## config.mk

```make
export PLATFORM = sky130hd
export DESIGN_NAME = uart_tx_arbiter
export DESIGN_NICKNAME = d
export VERILOG_FILES = /design/src/rtl/uart_tx_arbiter.sv
export SDC_FILE = /design/constraint.sdc
export NUM_CORES = 1
export LEC_CHECK = 0
export ABC_CLOCK_PERIOD_IN_PS = 1600
export BUFFER_PORTS_ARGS = -buffer_cell sky130_fd_sc_hd__buf_2
export CAP_MARGIN = 25
export CORE_MARGIN = 10
export CORE_UTILIZATION = 41
export DETAILED_ROUTE_END_ITERATION = 12
export PLACE_DENSITY = 0.79
export SKIP_LAST_GASP = 1
export SYNTH_ARGS = -nofsm -noshare
export SYNTH_HDL_FRONTEND = slang
export SYNTH_SLANG_ARGS = --single-unit
```

## constraint.sdc

```tcl
create_clock -name clk -period 1.6 [get_ports clk]
set_clock_uncertainty 0.1 [all_clocks]
set_input_delay 0.08 -clock clk [delete_from_list [all_inputs] [get_ports clk]]
set_output_delay 0.08 -clock clk [all_outputs]
set_load 0.02 [all_outputs]
```

## src/rtl/uart_tx_arbiter.sv

```systemverilog
// Round-robin frame arbiter: grants whole N_BYTES frames from two sources and
// streams the owner's bytes into the UART TX FIFO, at most one write per 2 cycles.
module uart_tx_arbiter #(
  parameter int N_BYTES = 10
) (
  input  logic       clk,
  input  logic       rst_n,
  input  logic [1:0] req,
  input  logic [7:0] data0,
  input  logic [7:0] data1,
  input  logic       tx_full,
  output logic [3:0] byte_idx,
  output logic       owner,
  output logic       busy,
  output logic [1:0] done,
  output logic       wr_uart,
  output logic [7:0] w_data
);
  localparam logic [3:0] LAST_IDX = 4'(N_BYTES - 1);

  typedef enum logic [1:0] {IDLE, SEND, DONE} state_t;

  state_t          state, state_nx;
  logic            last_srv, last_srv_nx;
  logic            owner_nx, busy_nx, wr_nx;
  logic [3:0]      idx_nx;
  logic [1:0]      done_nx;
  logic [7:0]      wdata_nx;
  logic [1:0][7:0] src_data;

  assign src_data = {data1, data0};

  always_ff @(posedge clk) begin
    if (!rst_n) begin
      state    <= IDLE;
      last_srv <= 1'b1;
      byte_idx <= '0;
      owner    <= 1'b0;
      busy     <= 1'b0;
      done     <= '0;
      wr_uart  <= 1'b0;
      w_data   <= '0;
    end else begin
      state    <= state_nx;
      last_srv <= last_srv_nx;
      byte_idx <= idx_nx;
      owner    <= owner_nx;
      busy     <= busy_nx;
      done     <= done_nx;
      wr_uart  <= wr_nx;
      w_data   <= wdata_nx;
    end
  end

  always_comb begin
    state_nx    = state;
    last_srv_nx = last_srv;
    idx_nx      = byte_idx;
    owner_nx    = owner;
    busy_nx     = busy;
    done_nx     = '0;
    wr_nx       = 1'b0;
    wdata_nx    = w_data;
    case (state)
      IDLE: begin
        if (req != 2'b00) begin
          // on contention the source not served last time wins
          owner_nx    = (req == 2'b11) ? ~last_srv : req[1];
          last_srv_nx = owner_nx;
          idx_nx      = '0;
          busy_nx     = 1'b1;
          state_nx    = SEND;
        end
      end
      SEND: begin
        // skipping the cycle after a write lets tx_full catch up
        if (!tx_full && !wr_uart) begin
          wr_nx    = 1'b1;
          wdata_nx = src_data[owner];
          if (byte_idx == LAST_IDX) begin
            done_nx  = owner ? 2'b10 : 2'b01;
            state_nx = DONE;
          end else begin
            idx_nx = byte_idx + 4'd1;
          end
        end
      end
      DONE: begin
        busy_nx  = 1'b0;
        idx_nx   = '0;
        state_nx = IDLE;
      end
      default: state_nx = IDLE;
    endcase
  end
endmodule

```

==> out/metrics.csv <==
metric;value;unit
outcome;finished, violations left;
failing checks;negative setup slack;
antenna viol nets, final;0;
CP max FO;5;
Hold/Removal Path Class;in2reg;
largest net degree at the start of global routing;22;
Final WS setup;-0.0195;ns
synthesized flop and latch total;20;
setup TNS;-0.0195;ns
TritonCTS clock tree;done;
Clk Tree Root Cell;clkbuf_4;
most frequent cells in the layout;buf_2, dfxtp_1, nand2_1;
FF+latch area;405;sq um
vias post-DR;846;
worst-skew pair later-pin latency;0.29;ns
Core Box Area;2020;sq um
total grt overflow;0;
CP peak stage delay;0.55;ns
xor/xnor cell area share of the yosys netlist;0;
placed inst area;1160;sq um
max-slew violation count;0;
# diodes;0;
nets;161;
drt via density;5.19;
share of layout cells above drive strength 1;0.441;
average wire per standard cell;14.7;um
Synth Area in Simple Gates;0.210;
die extent in x;66.8;um
Synth cell types;30;
period utilization;1.01;
CTS max path bufs;2;
Overall Global Routing Usage;0.105;
die height;66.8;um
die area;4460;sq um
Final Routed Wirelength;2390;um
H-tree depth;1;
area grow syn2layout;36.4;%
initial core utilization;0.444;
Buf/Inv on CP;0;
syn_area_per_cell;9.98;sq um
drt first pass iters;4;
Setup crit end kind;register;
Syn Inst Count;90;
global-route wire length before repair;3800;um
port bufs;37;
max cap viols;0;
peak supply drop;0.529;mV
post-synthesis async set-or-reset flop share;0;
Multi-input gate area;489;sq um
critical path type;reg2reg;
# fillers;183;
Hold Vio Cnt, Final;0;
PD cells;796;nW/um^2
crit-path leading delay family;simple AND/OR/NAND/NOR gates;
vias in the first global route;877;
Slew headroom;0.771;
Yosys warning count;0;
Worst EP required;1.70;ns
Adder-Cell Fraction of Synth Area;0.0279;
fin crit period;1.62;ns
I/O pins;38;
EDFF count, synth;0;
Finished Cell Area;1220;sq um
post-synthesis compound-gate area fraction;0.201;
sequential share of the synthesized area;0.446;
LEAKAGE;0.656;nW
DRC;0;
CTS Buf Count;3;
GPL Wtd Cong;0.750;
antenna violations before repair;0;
Least-Margin Pin Slew;0.340;ns
Placement Rows;16;
Final setup viols;1;
net count after synthesis;113;
crit start category;register;
dpl hpwl;1820;um
FMAX;0.617;GHz
largest family of logic cells by synthesized area;simple AND/OR/NAND/NOR gates;
RSZ-0062 raised after global routing;true;
CP Cell Sequence;or4b_4 > o22ai_4 > o21ai_1 > a32o_1;
clock sinks;20;
initial DRC count;25;
Main synth FF type;dfxtp_1;
multiplexer share of the synthesized area;0.0891;
arrival time of the worst setup path;1.72;ns
CP max-delay cell;or4b_4;
clk slew on worst S/H paths;0.11;ns
Post-Syn Area;898;sq um
most common cell after layout, fill and taps aside;buf_2;
state kept, by name, indices dropped and copies added, names as in the netlist:
signal	flops
done	2
wr_uart	1
byte_idx	4
owner	1
state	2
w_data	8
busy	1
last_srv	1
cell usage after synthesis, drive strengths merged (3+ instances only):
| library cell | count | area (sq um) |
|---|---|---|
| clkbuf | 3 | 11.3 |
| nand2 | 13 | 48.8 |
| o211a | 8 | 80.1 |
| dfxtp | 20 | 400 |
| nor2b | 3 | 18.8 |
| mux2i | 8 | 80.1 |
| nor2 | 6 | 22.5 |
worst paths after layout:
check	startpoint	depth (start not counted)	to	slack, ns
worst max-delay path	state[1]	4	byte_idx[2]	-0.02
worst min-delay path	data0[5]	4	w_data[5]	0.02
worst max register to register	state[1]	4	byte_idx[2]	-0.02
worst min register to register	w_data[5]	1	w_data[5]	0.41
per-stage QoR:
stage | utilization | hold WS (ns) | setup slack (ns) | cells | power (mW)
final | 0.606 | 0.0209 | -0.0195 | 163 | 0.974
after global routing | 0.606 | 0.0396 | -0.0527 | 163 | 1.02
after CTS | 0.593 | 0.0223 | -0.0423 | 161 | 0.971
after detailed placement | 0.576 | 0.313 | -0.0345 | 157 | 0.742
after global placement | 0.576 | 0.286 | 0.0127 | 157 | 0.732
after floorplan | - | 0.141 | 0.00147 | 90 | 0.663
where the power goes:
part           internal [mW]  switching, mW
Combinational         0.0953          0.109
Sequential             0.524         0.0133
Clock                 0.0876          0.146
cell families after synthesis:
family | after synthesis
muxes | 8
buffers and inverters | 6
and+or+nand+nor | 34
adders and majority gates | 2
DFF | 20
AOI/OAI and AO/OA | 20
cell type report:
cell class,instances,share of cell area
Multi-Input combinational cell,64,0.399
Inverter,2,0.00613
Tap cell,27,0.0276
Clock buffer,3,0.0184
Sequential cell,20,0.331
Timing Repair Buffer,47,0.218
timing repair:
| item | CTS | global route |
|---|---|---|
| pin swaps | 4 | 2 |
| resized for setup | 1 | 4 |
| setup buffers | 0 | 1 |
| hold endpoints to repair | 1 | 0 |
| cloned | 0 | 1 |
| endpoints found under the setup margin | 2 | 11 |
| hold buffers | 1 | 0 |
routing by layer:
metal / GRT usage / vias up / share of wire
met5: 0 / - / 0
met4: 0.0393 / 0 / 0.013
met3: 0.0418 / 4 / 0.072
met2: 0.181 / 26 / 0.51
met1: 0.113 / 396 / 0.40
li1: - / 420 / -
worst min-delay path: cells and delay by family:
family / cells / cell delay (ns)
AOI/OAI and AO/OA: 1 / 0.13
buffers and inverters: 1 / 0.07
muxes: 1 / 0.05
and+or+nand+nor: 1 / 0.06
Note: power is estimated with default switching activity, not from simulation.
